===== config.mk =====
export PLATFORM = sky130hd
export DESIGN_NAME = divmod_unit_flat
export DESIGN_NICKNAME = d
export VERILOG_FILES = /design/src/rtl/prime_pkg.sv /design/src/rtl/divmod_unit_if.sv /design/src/rtl/divmod_step.sv /design/src/rtl/divmod_unit.sv /design/src/flat_wrapper.sv
export SDC_FILE = /design/constraint.sdc
export NUM_CORES = 1
export LEC_CHECK = 0
export BUFFER_PORTS_ARGS = -buffer_cell sky130_fd_sc_hd__buf_4
export CORE_ASPECT_RATIO = 0.7
export CORE_MARGIN = 2
export CORE_UTILIZATION = 57
export DETAILED_ROUTE_END_ITERATION = 7
export PLACE_DENSITY = 0.93
export SLEW_MARGIN = 20
export SYNTH_ARGS = -nofsm -noshare
export SYNTH_HDL_FRONTEND = slang
export SYNTH_SLANG_ARGS = --single-unit

===== constraint.sdc =====
create_clock -name clk -period 5.5 [get_ports clk]
set_input_delay 0.825 -clock clk [delete_from_list [all_inputs] [get_ports clk]]
set_output_delay 0.825 -clock clk [all_outputs]
set_load 0.05 [all_outputs]

===== src/rtl/prime_pkg.sv =====
// Shared types and helpers for the prime checker divide/modulo datapath.
// Optional quotient support is selected with DIVMOD_UNIT_QUOTIENT_EN.
package prime_pkg;

  typedef enum logic [1:0] {
    IDLE,
    BUSY,
    DONE
  } divmod_state_e;

  // Widest operand supported by the all-ones helper.
  localparam int unsigned MAX_WIDTH = 64;

  // Width of the iteration index that counts WIDTH-1 down to 0.
  function automatic int cnt_width(input int width);
    return (width > 1) ? $clog2(width) : 1;
  endfunction

  // Quotient reported for a divide-by-zero: low 'width' bits set.
  function automatic logic [MAX_WIDTH-1:0] quot_all_ones(input int unsigned width);
    logic [MAX_WIDTH-1:0] m;
    m = '0;
    for (int unsigned i = 0; i < MAX_WIDTH; i++) begin
      if (i < width) m[i] = 1'b1;
    end
    return m;
  endfunction

endpackage


===== src/rtl/divmod_unit_if.sv =====
// Request/result handshake bundle for divmod_unit.
// quot_o exists only when DIVMOD_UNIT_QUOTIENT_EN is defined.
interface divmod_unit_if #(
  parameter int WIDTH     = 16,
  parameter int TAG_WIDTH = 4
);
  logic                 valid_i;
  logic                 ready_i;
  logic [WIDTH-1:0]     a;
  logic [WIDTH-1:0]     b;
  logic [TAG_WIDTH-1:0] tag_i;
  logic                 valid_o;
  logic                 ready_o;
  logic [WIDTH-1:0]     rem_o;
`ifdef DIVMOD_UNIT_QUOTIENT_EN
  logic [WIDTH-1:0]     quot_o;
`endif
  logic                 is_zero_o;
  logic                 div_zero_o;
  logic [TAG_WIDTH-1:0] tag_o;

  modport slave (
    input  valid_i, a, b, tag_i, ready_o,
    output ready_i, valid_o, rem_o, is_zero_o, div_zero_o, tag_o
`ifdef DIVMOD_UNIT_QUOTIENT_EN
    , output quot_o
`endif
  );

  modport master (
    output valid_i, a, b, tag_i, ready_o,
    input  ready_i, valid_o, rem_o, is_zero_o, div_zero_o, tag_o
`ifdef DIVMOD_UNIT_QUOTIENT_EN
    , input quot_o
`endif
  );

endinterface


===== src/rtl/divmod_step.sv =====
// One restoring-division step: subtract b<<cnt from rem when it fits.
module divmod_step #(
  parameter int WIDTH = 16,
  parameter int CNT_W = 4
) (
  input  logic [WIDTH-1:0] rem,
  input  logic [WIDTH-1:0] b,
  input  logic [CNT_W-1:0] cnt,
  output logic [WIDTH-1:0] rem_next,
  output logic             ge
);

  logic [2*WIDTH-2:0] d;
  logic [2*WIDTH-2:0] rem_ext;

  // Shifted divisor compared at full width so high bits are never lost.
  always_comb begin
    d        = {{(WIDTH-1){1'b0}}, b} << cnt;
    rem_ext  = {{(WIDTH-1){1'b0}}, rem};
    ge       = (rem_ext >= d);
    rem_next = ge ? (rem - d[WIDTH-1:0]) : rem;
  end

endmodule


===== src/rtl/divmod_unit.sv =====
// Handshaked serial unsigned divider: remainder, flags, tag, optional quotient.
// Define DIVMOD_UNIT_QUOTIENT_EN to build the quotient register and quot_o.
module divmod_unit
  import prime_pkg::*;
#(
  parameter int WIDTH     = 16,
  parameter int TAG_WIDTH = 4
) (
  input logic          clk,
  input logic          rst_n,
  divmod_unit_if.slave bus
);

  localparam int CW = cnt_width(WIDTH);

  divmod_state_e        state_q, state_d;
  logic [WIDTH-1:0]     rem_q, rem_d;
  logic [WIDTH-1:0]     b_q, b_d;
  logic [CW-1:0]        cnt_q, cnt_d;
  logic                 valid_q, valid_d;
  logic                 is_zero_q, is_zero_d;
  logic                 div_zero_q, div_zero_d;
  logic [TAG_WIDTH-1:0] tag_q, tag_d;
`ifdef DIVMOD_UNIT_QUOTIENT_EN
  localparam logic [MAX_WIDTH-1:0] QUOT_ONES = quot_all_ones(WIDTH);
  logic [WIDTH-1:0]     quot_q, quot_d;
`endif

  logic             accept;
  logic             out_hs;
  logic             ge;
  logic [WIDTH-1:0] rem_next;

  divmod_step #(
    .WIDTH (WIDTH),
    .CNT_W (CW)
  ) u_step (
    .rem      (rem_q),
    .b        (b_q),
    .cnt      (cnt_q),
    .rem_next (rem_next),
    .ge       (ge)
  );

  assign bus.ready_i    = (state_q == IDLE) || ((state_q == DONE) && bus.ready_o);
  assign accept         = bus.valid_i && bus.ready_i;
  assign out_hs         = valid_q && bus.ready_o;
  assign bus.valid_o    = valid_q;
  assign bus.rem_o      = rem_q;
  assign bus.is_zero_o  = is_zero_q;
  assign bus.div_zero_o = div_zero_q;
  assign bus.tag_o      = tag_q;
`ifdef DIVMOD_UNIT_QUOTIENT_EN
  assign bus.quot_o     = quot_q;
`endif

  // Next-state: iterate in BUSY, release in DONE, and let a new accept
  // override the release so a result handshake and new request share a cycle.
  always_comb begin
    state_d    = state_q;
    rem_d      = rem_q;
    b_d        = b_q;
    cnt_d      = cnt_q;
    valid_d    = valid_q;
    is_zero_d  = is_zero_q;
    div_zero_d = div_zero_q;
    tag_d      = tag_q;
`ifdef DIVMOD_UNIT_QUOTIENT_EN
    quot_d     = quot_q;
`endif
    case (state_q)
      BUSY: begin
        if (ge) begin
          rem_d = rem_next;
`ifdef DIVMOD_UNIT_QUOTIENT_EN
          quot_d[cnt_q] = 1'b1;
`endif
        end
        if ((cnt_q == '0) || (rem_next == '0)) begin
          state_d   = DONE;
          valid_d   = 1'b1;
          is_zero_d = (rem_next == '0);
        end else begin
          cnt_d = cnt_q - 1'b1;
        end
      end
      DONE: begin
        if (out_hs) begin
          state_d = IDLE;
          valid_d = 1'b0;
        end
      end
      default: ;
    endcase
    if (accept) begin
      tag_d      = bus.tag_i;
      b_d        = bus.b;
      rem_d      = bus.a;
      cnt_d      = CW'(WIDTH - 1);
      div_zero_d = 1'b0;
      is_zero_d  = 1'b0;
      valid_d    = 1'b0;
      state_d    = BUSY;
`ifdef DIVMOD_UNIT_QUOTIENT_EN
      quot_d     = '0;
`endif
      if (bus.b == '0) begin
        state_d    = DONE;
        valid_d    = 1'b1;
        div_zero_d = 1'b1;
        is_zero_d  = (bus.a == '0);
`ifdef DIVMOD_UNIT_QUOTIENT_EN
        quot_d     = QUOT_ONES[WIDTH-1:0];
`endif
      end
    end
  end

  // State and result registers with synchronous active-low reset.
  always_ff @(posedge clk) begin
    if (!rst_n) begin
      state_q    <= IDLE;
      rem_q      <= '0;
      b_q        <= '0;
      cnt_q      <= '0;
      valid_q    <= 1'b0;
      is_zero_q  <= 1'b0;
      div_zero_q <= 1'b0;
      tag_q      <= '0;
`ifdef DIVMOD_UNIT_QUOTIENT_EN
      quot_q     <= '0;
`endif
    end else begin
      state_q    <= state_d;
      rem_q      <= rem_d;
      b_q        <= b_d;
      cnt_q      <= cnt_d;
      valid_q    <= valid_d;
      is_zero_q  <= is_zero_d;
      div_zero_q <= div_zero_d;
      tag_q      <= tag_d;
`ifdef DIVMOD_UNIT_QUOTIENT_EN
      quot_q     <= quot_d;
`endif
    end
  end

endmodule


===== src/flat_wrapper.sv =====
// flat-port wrapper written by rule: the top's interface ports become plain ports
module divmod_unit_flat import prime_pkg::*;
#(
  parameter int WIDTH     = 16,
  parameter int TAG_WIDTH = 4
)
  (clk, rst_n, bus_valid_i, bus_a, bus_b, bus_tag_i, bus_ready_o, bus_ready_i, bus_valid_o, bus_rem_o, bus_is_zero_o, bus_div_zero_o, bus_tag_o);
  divmod_unit_if #(.WIDTH(WIDTH), .TAG_WIDTH(TAG_WIDTH)) bus_i ();
  input logic clk;
  input logic rst_n;
  input wire logic [$bits(bus_i.valid_i)-1:0] bus_valid_i;
  input wire logic [$bits(bus_i.a)-1:0] bus_a;
  input wire logic [$bits(bus_i.b)-1:0] bus_b;
  input wire logic [$bits(bus_i.tag_i)-1:0] bus_tag_i;
  input wire logic [$bits(bus_i.ready_o)-1:0] bus_ready_o;
  output wire logic [$bits(bus_i.ready_i)-1:0] bus_ready_i;
  output wire logic [$bits(bus_i.valid_o)-1:0] bus_valid_o;
  output wire logic [$bits(bus_i.rem_o)-1:0] bus_rem_o;
  output wire logic [$bits(bus_i.is_zero_o)-1:0] bus_is_zero_o;
  output wire logic [$bits(bus_i.div_zero_o)-1:0] bus_div_zero_o;
  output wire logic [$bits(bus_i.tag_o)-1:0] bus_tag_o;
  assign bus_i.valid_i = bus_valid_i;
  assign bus_i.a = bus_a;
  assign bus_i.b = bus_b;
  assign bus_i.tag_i = bus_tag_i;
  assign bus_i.ready_o = bus_ready_o;
  assign bus_ready_i = bus_i.ready_i;
  assign bus_valid_o = bus_i.valid_o;
  assign bus_rem_o = bus_i.rem_o;
  assign bus_is_zero_o = bus_i.is_zero_o;
  assign bus_div_zero_o = bus_i.div_zero_o;
  assign bus_tag_o = bus_i.tag_o;
  divmod_unit #(.WIDTH(WIDTH), .TAG_WIDTH(TAG_WIDTH)) u_core (.clk(clk), .rst_n(rst_n), .bus(bus_i));
endmodule

==> Word level (Yosys, flattened, before mapping) <==
Cells that the tools add are included.
{ "word_totals": {"reg_bits": 45, "latch_bits": 0, "mem_bits_rw": 0, "romBits": 0, "in_bits": 40, "out_inout_bits": 24, "wordCells": 56, "mem_count": 0} }
{ "classes": {"add_sub_neg": 2, "mul": 0, "div": 0, "n_lt_le_gt_ge": 1, "eq_ne": 5, "shift": 1, "mux": 21, "n_bitwise": 0, "reduce_logical": 18} }
{ "ops": {"columns": ["cell", "n"], "rows": [
  ["16-bit two-way mux", 4],
  ["16-bit logical NOT", 3],
  ["16-bit by 31-bit >= comparator with 1-bit output", 1],
  ["16-bit by 4-bit left shift with 31-bit output", 1],
  ["16-bit subtractor", 1],
  ["4-bit two-way mux", 3],
  ["1-bit two-way mux", 8],
  ["2-bit two-way mux", 4],
  ["3-bit by 1-bit inequality test with 1-bit output, second input constant", 2],
  ["2-bit AND reduction", 3],
  ["2-bit nonzero test", 3],
  ["4-bit logical NOT", 1],
  ["2-bit case mux with 2 select lines", 1],
  ["4-bit by 1-bit subtractor with 4-bit output, second input constant", 1],
  ["1-bit logical AND", 3],
  ["3-bit AND reduction", 1],
  ["3-bit nonzero test", 1],
  ["2-bit by 1-bit equality test with 1-bit output, second input constant", 1],
  ["2-bit equality test, second input constant", 1],
  ["2-bit logical NOT", 1],
  ["1-bit logical OR", 2],
  ["2-bit by 1-bit inequality test with 1-bit output, second input constant", 1],
  ["1-bit case mux with 2 select lines", 1]
]} }

==> Longest topological paths before layout <==
Gate-level depths: netlist of run 1.
{ "logic_depth": {"depth_word": 8, "depth_mapped": 20} }

==> Cells and area by module <==
A second synthesis of run 1 with hierarchy kept.
{ "unflattened": {"cells_unflattened": 448, "hier_area_um2": 3584.7} }
{ "modules_own_cells": {"columns": ["module", "instances", "cells_per_inst", "area_per_inst_um2"], "rows": [
  ["divmod_unit", 1, 220, 1901.8],
  ["divmod_step", 1, 228, 1682.9]
]} }

==> Worst setup path after synthesis of run 1 <==
OpenSTA, ideal clock, no wires.
{ "synth_path": {"path_type": "flip-flop to flip-flop", "startpoint": "reg u_core.cnt_q[1]", "endpoint": "reg u_core.cnt_q[3]", "arrival_time_ps": 4107, "t_required_ps": 5400, "setup_slack_ps": 1293, "path_stages_with_launch": 17, "path_buffers": 3, "period_less_slack_ps": 4207, "cell_sequence": "dfxtp_1 -> buf_6 -> buf_2 -> buf_1 -> mux2_2 -> o21ai_0 -> o21ai_0 -> o21ai_0 -> ha_1 -> and4_1 -> a211oi_1 -> nor2_1 -> a2111oi_0 -> nor2_1 -> a41o_2 -> or2_2 -> a2111oi_4"} }
{ "synth_between": {"elab_chain_len": 7, "word_cells_on_any_way": 13, "cone_classes": "2 x add/sub; 1 x order compare; 1 x eq/ne; 1 x shift; 4 x mux; 4 x reduce/logical"} }
{ "synth_lines": {"columns": ["element", "line_no", "text"], "rows": [
  ["start: declaration", "divmod_unit.sv:19", "logic [CW-1:0] cnt_q, cnt_d;"],
  ["start signal: assignment", "divmod_unit.sv:137", "cnt_q <= cnt_d;"],
  ["16-bit by 4-bit left shift with 31-bit output", "divmod_step.sv:18", "d = {{(WIDTH-1){1'b0}}, b} << cnt;"],
  ["16-bit by 31-bit >= comparator with 1-bit output or 16-bit subtractor (tied branches)", "divmod_step.sv:20, divmod_step.sv:21", null],
  ["16-bit two-way mux", "divmod_step.sv:21", "rem_next = ge ? (rem - d[WIDTH-1:0]) : rem;"],
  ["16-bit logical NOT", "divmod_unit.sv:79", "if ((cnt_q == '0) || (rem_next == '0)) begin"],
  ["1-bit logical OR", "divmod_unit.sv:79", null],
  ["2-bit by 1-bit inequality test with 1-bit output (no line)", null, null],
  ["2-bit AND reduction (no line)", null, null]
]} }
Parallel ways exist; a longest one is shown, timed or not. The select of a mux whose other input is x is not followed.
A chain may end at the register's enable or synchronous reset.

==> Final worst setup path of run 1 <==
Same ends and word-level chain as after synthesis.

==> results of run 1 <==
==> cells in the mapped netlist (all sizes together), types with 4 or more instances <==
cell and n:
or2 7, o21ai 23, a2111oi 4, a211oi 17
o211ai 8, nand2 89, and2 7, nor2 39
xor2 5, xnor2 4, ha 21, buf 11
a21o 4, dfxtp 44, nor3 13, a21oi 52
inv 13, mux2i 38, nand3 8, nor4 15
mux2 5, nand2b 6, clkbuf 15
==> state kept, by name, summed over array words and instances (netlist names) <==
| name | flops |
|---|---|
| u_core.b_q | 16 |
| u_core.bus.div_zero_o | 1 |
| u_core.bus.is_zero_o | 1 |
| u_core.bus.rem_o | 16 |
| u_core.bus.tag_o | 4 |
| u_core.cnt_q | 4 |
| u_core.state_q | 2 |
==> through the flow <==
stage	std cells	setup slack, ns	hold WS, ns
after floorplan	492	1.293	0.4463
after global placement	615	0.8809	0.4423
after detailed placement	615	0.7077	0.4485
after CTS	623	0.5584	0.4615
after global routing	623	0.2865	0.4796
final	623	0.6161	0.4602
==> per-layer routing <==
layer	global-route usage, %	vias to the layer above	share of wire, %	wire [µm]
met5	0	-	0	0
met4	8.980	0	2.0	227
met3	7.415	33	12	1367
met2	47.65	297	43	4922
met1	47.17	1894	43	4976
li1	-	1908	-	-
==> worst min-delay path, cell delays in order (launching register included) <==
cell     delay [ns]
dfxtp_1        0.32
nand2_1        0.05
a21oi_1        0.05
==> final timing paths <==
path	startpoint	endpoint	slack, ns	cells after the start
max	u_core.cnt_q[1]$_SDFFE_PN0P_	u_core.cnt_q[3]$_SDFFE_PN0P_	0.62	14
min	u_core.bus.tag_o[1]$_SDFFE_PN0P_	u_core.bus.tag_o[1]$_SDFFE_PN0P_	0.46	2
max reg2reg	u_core.cnt_q[1]$_SDFFE_PN0P_	u_core.cnt_q[3]$_SDFFE_PN0P_	0.62	14
min reg2reg	u_core.bus.tag_o[1]$_SDFFE_PN0P_	u_core.bus.tag_o[1]$_SDFFE_PN0P_	0.46	2
==> placed cells by master, fill, tap and decap left out, types with 3 or more instances in the layout <==
cell | Yosys | routed
a211oi_1 | 16 | 16
a21o_1 | 4 | 4
a21oi_1 | 51 | 51
a31oi_1 | 3 | 3
and2_1 | 6 | 6
buf_4 | 0 | 71
clkbuf_8 | 0 | 5
dfxtp_1 | 44 | 43
ha_1 | 21 | 21
inv_1 | 11 | 11
mux2_2 | 5 | 5
mux2i_1 | 38 | 38
nand2_1 | 89 | 89
nand2b_1 | 6 | 6
nand3_1 | 8 | 8
nand4_1 | 3 | 3
nor2_1 | 37 | 37
nor3_1 | 13 | 13
nor4_1 | 15 | 15
o211a_1 | 3 | 3
o211ai_1 | 8 | 8
o21ai_0 | 21 | 21
or2_2 | 7 | 7
xnor2_1 | 4 | 4
xor2_1 | 5 | 5
==> logic make-up after synthesis <==
family | count (synthesis)
mux | 45
buf+inv | 40
compound gates | 133
fa+ha+maj | 22
flops | 44
simple gates | 199
xor+xnor | 9
==> layout make-up <==
class                      instances  area (µm²)  share of cell area (%)
timing repair buffer              71       533.0                   12.29
clock buffer                       5       68.82                   1.587
multi-input combinational        408        2655                   61.24
tap                               78       97.59                   2.251
inverter                          14       52.55                   1.212
sequential                        44       882.1                   20.35
clock inverter                     3       46.29                   1.068
==> summary.txt, run 1 <==
Floorplan
  • # rows: 24
  • Initial Util: 59.19%
  • Core area: 6246 µm²
  • Die width: 100.3 µm
  • Die Y: 71.39 µm
  • Full die area: 7157 µm²
  • IO Count: 64

Placed design
  • Routability cong.: 1.075
  • Port buffer count: 63
  • Placed inst area: 4219 µm²
  • Detailed placement HPWL: 8657 µm

Logic synthesis
  • Synthesized cell area: 3697 µm²
  • Synth area leaders: dfxtp_1, mux2i_1, nand2_1
  • Seq cells post-synth: 44
  • Cell taking the most area after synthesis: dfxtp_1
  • Main combinational cell family by area after synthesis: simple AND/OR/NAND/NOR gates
  • Post-synth net total: 554
  • Post-Synthesis Cells: 492
  • Number of flops mapped to enable cells by yosys: 0
  • Yosys warns: 0
  • Share of the synthesized area in the top cell type: 23.82%
  • Ys async rst share: 0%
  • Yosys cell types: 66
  • Most used flip-flop cell after synthesis: dfxtp_1
  • Mux cell area share after synthesis: 13.03%
  • Sequential share of the synthesized area: 23.82%
  • Compound-Gate Fraction of Synth Area: 23.93%
  • Adder-Cell Fraction of Synth Area: 7.648%
  • Simple-gate share of the synthesized area: 25.08%
  • Avg Synthesized Cell Area: 7.515 µm²
  • Synth Area in XOR/XNOR: 2.132%

Timing
  • RSZ-0062 raised after global routing: false
  • Clock skew: 0.009715 ns
  • Tcrit/Tclk final: 88.80%
  • Setup_tns: 0 ns
  • Least-Margin Pin Slew: 0.9542 ns
  • Max_slew headroom: 36.39%
  • Minimum clock period: 4.884 ns
  • Final Slew Violations: 0
  • Peak Freq: 204.8 MHz
  • Final hold vios: 0
  • Setup violations, final: 0

Worst setup path
  • Critical path data required time: 5.73 ns
  • Largest stage delay, worst path: 0.79 ns
  • Setup crit end kind: flip-flop
  • Max stage delay cell, worst path: a2111oi_0
  • CP Cell Sequence: mux2i_1 -> a21oi_1 -> mux2i_1 -> or2_2 -> ha_1 -> nand2_1 -> o21ai_0 -> o211ai_1 -> mux2i_1 -> a2111oi_0 -> nor2_1 -> a41o_2 -> or2_2 -> a2111oi_4
  • WP data arrival: 5.11 ns
  • WS Path Type: flip-flop to flip-flop
  • Worst path bufs/invs: 0
  • Setup crit start kind: flip-flop
  • Crit path top cell by count: mux2i_1
  • Crit Path Max Fanout: 21
  • Crit-path leading delay family: compound AO/OA/AOI/OAI gates

Routing
  • DRC viols: 0
  • Vias per cell: 6.632
  • Detailed-router iteration count before antenna repair: 5
  • Post-Route WL: 11490 µm
  • Final ANT Viol Nets: 0
  • Via Count: 4132
  • DR iter-0 viols: 483
  • Wire length per cell: 18.45 µm

Cells and area
  • Area Growth Syn to Fin: 17.26%
  • Fraction of layout cells with a size suffix above 1: 19.63%
  • Final Util: 69.41%
  • Layout net count: 606
  • Diode count: 0
  • Finished Cell Area: 4335 µm²
  • Fill count: 464

Run
  • Max-cap check violation count: 0

Clock tree
  • Post-CTS Hold Buffers: 0
  • Post-CTS Resized: 0
  • Reg clk slew, reported paths: 0.10 ns
  • CTS tree: built
  • Root buffer cell: clkbuf_8
  • Clk sink count: 44
  • Post-CTS Setup Inserts: 0
  • Clock Tree Buf Depth: 2
  • Num CTS Buffers: 5
  • Clk_lat worst skew: 0.32 ns
  • H-tree levels: 2

Status
  • Run status: complete, no violations

GRT
  • Vias in the first global route: 3714
  • All-Layer GR Usage: 32.22%
  • Total gr overflow: 0
  • First-pass GRT wire length: 18460 µm
  • Largest net degree at the start of global routing: 41
  • Initial antenna violation count: 0

Worst hold path
  • Hold WC Path Type: flip-flop to flip-flop
Power of run 1 is not shown: default switching activity piles up to over one toggle a cycle in this logic, so the estimate is an artifact.
==> run 2: changes to the inputs <==
--- a/config.mk
+++ b/config.mk
@@ -10,7 +10,9 @@
 export CORE_MARGIN = 2
 export CORE_UTILIZATION = 57
 export DETAILED_ROUTE_END_ITERATION = 7
+export GPL_TIMING_DRIVEN = 0
 export PLACE_DENSITY = 0.93
+export RECOVER_POWER = 25
 export SLEW_MARGIN = 20
 export SYNTH_ARGS = -nofsm -noshare
 export SYNTH_HDL_FRONTEND = slang
==> run 2 against run 1 <==
Effect of this change: final cell count rose by 2.9%; die area stayed put; non-clock buffer count up 18; via count is 1.4% higher; routed wire length grew 1.5%; flip-flop and latch count did not move; first-iteration DRC count is 23% higher; core utilization shrank 0.30 points.
==> summary.txt, run 2 (synthesis results as in run 1) <==
Routing
  • Post-Route WL: 11670 µm
  • DR iter-0 viols: 593
  • Via Count: 4191
  • DRC viols: 0
  • Wire length per cell: 18.21 µm
  • Vias per cell: 6.538
  • Detailed-router iteration count before antenna repair: 7
  • Final ANT Viol Nets: 0

Clock tree
  • Clk_lat worst skew: 0.31 ns
  • Clock Tree Buf Depth: 2
  • Clk sink count: 44
  • Root buffer cell: clkbuf_8
  • CTS tree: built
  • H-tree levels: 2
  • Reg clk slew, reported paths: 0.09 ns
  • Num CTS Buffers: 5

Floorplan
  • Die width: 100.3 µm
  • # rows: 24
  • Core area: 6246 µm²
  • Initial Util: 59.19%
  • Full die area: 7157 µm²
  • IO Count: 64
  • Die Y: 71.39 µm

GRT
  • Initial antenna violation count: 0
  • All-Layer GR Usage: 32.97%
  • First-pass GRT wire length: 18950 µm
  • Vias in the first global route: 3831
  • Largest net degree at the start of global routing: 15
  • Total gr overflow: 0

Timing
  • Peak Freq: 195.7 MHz
  • Final Slew Violations: 0
  • Setup_tns: 0 ns
  • Least-Margin Pin Slew: 0.8173 ns
  • Final hold vios: 0
  • Minimum clock period: 5.109 ns
  • Setup violations, final: 0
  • Tcrit/Tclk final: 92.89%
  • Clock skew: 0.01032 ns
  • Max_slew headroom: 44.82%
  • RSZ-0062 raised after global routing: false

Worst hold path
  • Hold Crit Start: u_core.bus.tag_o[2]$_SDFFE_PN0P_
  • Hold WC Path Type: flip-flop to flip-flop

Cells and area
  • Fraction of layout cells with a size suffix above 1: 15.10%
  • Final Util: 69.11%
  • Commonest non-fill, non-tap cell in the layout: nand2_1
  • Most frequent cells in the layout: nand2_1, a21oi_1, buf_4
  • Layout net count: 624
  • Final std cells w/o fill: 641
  • Area Growth Syn to Fin: 16.75%
  • Diode count: 0

Worst setup path
  • Setup crit start kind: flip-flop
  • WP data arrival: 5.32 ns
  • Max stage delay cell, worst path: a2111oi_1
  • WS Path Type: flip-flop to flip-flop
  • Crit path from: u_core.cnt_q[1]$_SDFFE_PN0P_
  • Crit-path leading delay family: compound AO/OA/AOI/OAI gates
  • CP Cell Sequence: buf_6 -> buf_2 -> buf_1 -> mux2i_1 -> a21oi_1 -> mux2i_1 -> or2_2 -> ha_1 -> nand2_1 -> o21ai_0 -> o211ai_1 -> mux2i_1 -> a2111oi_1 -> nor2_1 -> a41o_2 -> or2_2 -> a2111oi_4
  • Crit path top cell by count: mux2i_1
  • Setup crit end kind: flip-flop
  • Largest stage delay, worst path: 0.60 ns
  • FF-to-FF Start: u_core.cnt_q[1]$_SDFFE_PN0P_
  • Crit Path Max Fanout: 10
  • Critical path data required time: 5.72 ns
  • Worst path bufs/invs: 3

Placed design
  • Placed Cells: 633
  • Port buffer count: 63
  • Routability cong.: 1.080
  • Detailed placement HPWL: 9121 µm

Run
  • Max-cap check violation count: 0

Status
  • Run status: complete, no violations
-- run 2: cell types whose count changed in the layout (fill, tap and decap cells not counted) --
cell,delta
a2111oi_0,-1
a2111oi_1,+1
buf_1,+7
buf_2,+3
buf_4,-25
buf_6,+1
clkbuf_1,+32
clkinv_2,+1
dfxtp_1,+1
dfxtp_2,-1
inv_6,-1
-- run 2: repair_timing --
action,CTS,global route
resized for setup,0,1
buffers inserted,0,0
endpoints found under the setup margin,0,4
hold buffers,0,0
-- run 2: metal layers --
metal  part of all wire (%)  vias up  global-route usage [%]  routed length (µm)
li1                       -     1935                       -                   -
met1                     42     1933                   49.33                4953
met2                     44      291                   49.96                5149
met3                     12       32                   5.366                1418
met4                    1.3        0                   7.610                 150
met5                      0        -                       0                   0
-- run 2: cell type report --
class                           instances  area [µm²]
Inverter                               14       52.55
Multi-Input combinational cell        408        2656
Clock buffer                            5       68.82
Buffer                                 26       108.9
Tap cell                               78       97.59
Timing Repair Buffer                   63       409.1
Fill cell                             507        1929
Sequential cell                        44       880.8
Clock inverter                          3       42.54
-- run 2: path summary, 6_finish.rpt --
| check | end | slack, ns | cells after the start |
|---|---|---|---|
| worst min-delay path | u_core.bus.tag_o[2]$_SDFFE_PN0P_ | 0.47 | 2 |
| worst max-delay path | u_core.cnt_q[3]$_SDFFE_PN0P_ | 0.39 | 17 |
| worst min register to register | u_core.bus.tag_o[2]$_SDFFE_PN0P_ | 0.47 | 2 |
| worst max register to register | u_core.cnt_q[3]$_SDFFE_PN0P_ | 0.39 | 17 |
-- run 2: metrics by stage --
stage               worst slack (ns)  hold WS (ns)  instance area [µm²]
detailed placement            0.4932        0.4572                 4268
CTS                           0.4173        0.4707                 4379
finish                        0.3910        0.4685                 4317
global placement              0.5910        0.4433                 4268
floorplan                      1.293        0.4463                 3697
global route                 0.07102        0.5020                 4317
-- run 2: worst register-to-register path, stage by stage, from the launching register on --
cell       delay, ns
dfxtp_1         0.38
buf_6           0.17
buf_2           0.26
buf_1           0.49
mux2i_1         0.20
a21oi_1         0.35
mux2i_1         0.16
or2_2           0.32
ha_1            0.32
nand2_1         0.05
o21ai_0         0.28
o211ai_1        0.19
mux2i_1         0.15
a2111oi_1       0.60
nor2_1          0.11
a41o_2          0.36
or2_2           0.35
a2111oi_4       0.28
Power of run 2 is left out for the same reason.
==> run 3: changes to the inputs <==
--- a/config.mk
+++ b/config.mk
@@ -5,11 +5,11 @@
 export SDC_FILE = /design/constraint.sdc
 export NUM_CORES = 1
 export LEC_CHECK = 0
-export BUFFER_PORTS_ARGS = -buffer_cell sky130_fd_sc_hd__buf_4
 export CORE_ASPECT_RATIO = 0.7
 export CORE_MARGIN = 2
-export CORE_UTILIZATION = 57
+export CORE_UTILIZATION = 65
 export DETAILED_ROUTE_END_ITERATION = 7
+export DONT_BUFFER_PORTS = 1
 export GPL_TIMING_DRIVEN = 0
 export PLACE_DENSITY = 0.93
 export RECOVER_POWER = 25
==> run 3 against run 2 <==
Effect of this change: core utilization increased by 3.6 points; critical path depth unchanged; final cell count decreased by 11%; non-clock buffer count decreased by 63; largest cell class unchanged; setup slack got worse by 0.11 ns; design area decreased by 9.6%; critical endpoint is now u_core.cnt_q[1]$_SDFFE_PN0P_; routed wire length decreased by 5.9%; hold slack improved by 0.033 ns; via count decreased by 7.4%; die area decreased by 12%; register-to-register slack got worse by 0.11 ns; first-iteration DRC count decreased by 37%.
==> summary.txt, run 3 (synthesis results as in run 1) <==
Floorplan
  • Full die area: 6317 µm²
  • Initial Util: 68.88%
  • Core area: 5368 µm²
  • Die width: 94.15 µm
  • IO Count: 64
  • Die Y: 67.10 µm
  • # rows: 22

Run
  • Max-cap check violation count: 0

Timing
  • Max_slew headroom: 51.09%
  • Setup_tns: 0 ns
  • Final Slew Violations: 0
  • Minimum clock period: 5.223 ns
  • Tcrit/Tclk final: 94.96%
  • Least-Margin Pin Slew: 0.7151 ns
  • Clock skew: 0.007605 ns
  • RSZ-0062 raised after global routing: false
  • Setup violations, final: 0
  • Final hold vios: 0
  • Peak Freq: 191.5 MHz

Clock tree
  • Reg clk slew, reported paths: 0.10 ns
  • Clk sink count: 44
  • Root buffer cell: clkbuf_8
  • Post-CTS Hold Buffers: 0
  • Clk_lat worst skew: 0.31 ns
  • Post-CTS Resized: 0
  • Post-CTS Setup Inserts: 0
  • CTS tree: built
  • H-tree levels: 2
  • Num CTS Buffers: 5
  • Clock Tree Buf Depth: 2

Worst setup path
  • Setup crit start kind: flip-flop
  • WP data arrival: 5.43 ns
  • Critical path data required time: 5.71 ns
  • WS Path Type: flip-flop to flip-flop
  • Crit Path Max Fanout: 10
  • Setup crit end kind: flip-flop

Cells and area
  • Commonest non-fill, non-tap cell in the layout: nand2_1
  • Most frequent cells in the layout: nand2_1, a21oi_1, dfxtp_1
  • Layout net count: 561
  • Area Growth Syn to Fin: 5.584%
  • Diode count: 0
  • Fill count: 461
  • Fraction of layout cells with a size suffix above 1: 7.800%

Routing
  • DRC viols: 0
  • Wire length per cell: 19.21 µm
  • Vias per cell: 6.783
  • Via Count: 3880
  • Post-Route WL: 10990 µm
  • DR iter-0 viols: 373
  • Final ANT Viol Nets: 0
  • Detailed-router iteration count before antenna repair: 5

GRT
  • Top Usage Layer GRT: met1
  • All-Layer GR Usage: 36.34%
  • Total gr overflow: 0
  • Largest net degree at the start of global routing: 16
  • Initial antenna violation count: 0
  • First-pass GRT wire length: 17600 µm
  • Routing usage on met3: 10.97%
  • GRT met2 Usage: 49.64%
  • Vias in the first global route: 3479
  • Met1 global-route usage: 55.29%

Status
  • Run status: complete, no violations

Placed design
  • Port buffer count: 0
  • Detailed placement HPWL: 8656 µm
  • Routability cong.: 0.9836

Worst hold path
  • Hold WC Path Type: flip-flop to flip-flop
==> run 3: layout make-up <==
cell class / count / area, µm² / share of cell area, %
inverter: 14 / 52.55 / 1.346
clock inverter: 3 / 47.55 / 1.218
tap: 72 / 90.09 / 2.308
multi-input combinational: 408 / 2655 / 68.01
clock buffer: 5 / 68.82 / 1.763
buffer: 26 / 108.9 / 2.788
sequential: 44 / 880.8 / 22.56
==> run 3: layer usage <==
layer	up-vias	routed length, µm
met3	24	1440
li1	1813	-
met1	1811	4969
met2	232	4396
met4	0	181
met5	-	0
==> run 3: final timing paths <==
check | from | endpoint | slack [ns] | cells past startpoint
max | u_core.cnt_q[1]$_SDFFE_PN0P_ | u_core.cnt_q[1]$_SDFFE_PN0P_ | 0.28 | 17
min | u_core.b_q[15]$_SDFFE_PN0P_ | u_core.b_q[15]$_SDFFE_PN0P_ | 0.50 | 2
max reg2reg | u_core.cnt_q[1]$_SDFFE_PN0P_ | u_core.cnt_q[1]$_SDFFE_PN0P_ | 0.28 | 17
min reg2reg | u_core.b_q[15]$_SDFFE_PN0P_ | u_core.b_q[15]$_SDFFE_PN0P_ | 0.50 | 2
==> run 3: through the flow <==
stage	setup WS [ns]	hold WS, ns	cells	area [µm²]	utilization [%]
after floorplan	1.293	0.4463	492	3697	-
after global placement	0.6146	0.4583	564	3787	70.56
after global routing	0.03741	0.5411	572	3904	72.73
after detailed placement	0.5032	0.4802	564	3787	70.56
final	0.2774	0.5020	572	3904	72.73
after CTS	0.4336	0.5004	572	3904	72.73
==> run 3: worst max-delay path, cell delays in order (launching register included) <==
cell,delay (ns)
dfxtp_1,0.38
buf_6,0.16
buf_2,0.25
buf_1,0.46
mux2_2,0.41
o21ai_0,0.27
o21ai_0,0.14
o21ai_0,0.25
ha_1,0.27
inv_1,0.10
nor3_1,0.29
o211ai_1,0.21
mux2i_1,0.16
a2111oi_0,0.67
nor2_1,0.11
a41o_2,0.34
or2_2,0.34
a311oi_1,0.30
Power of run 3 is left out for the same reason.
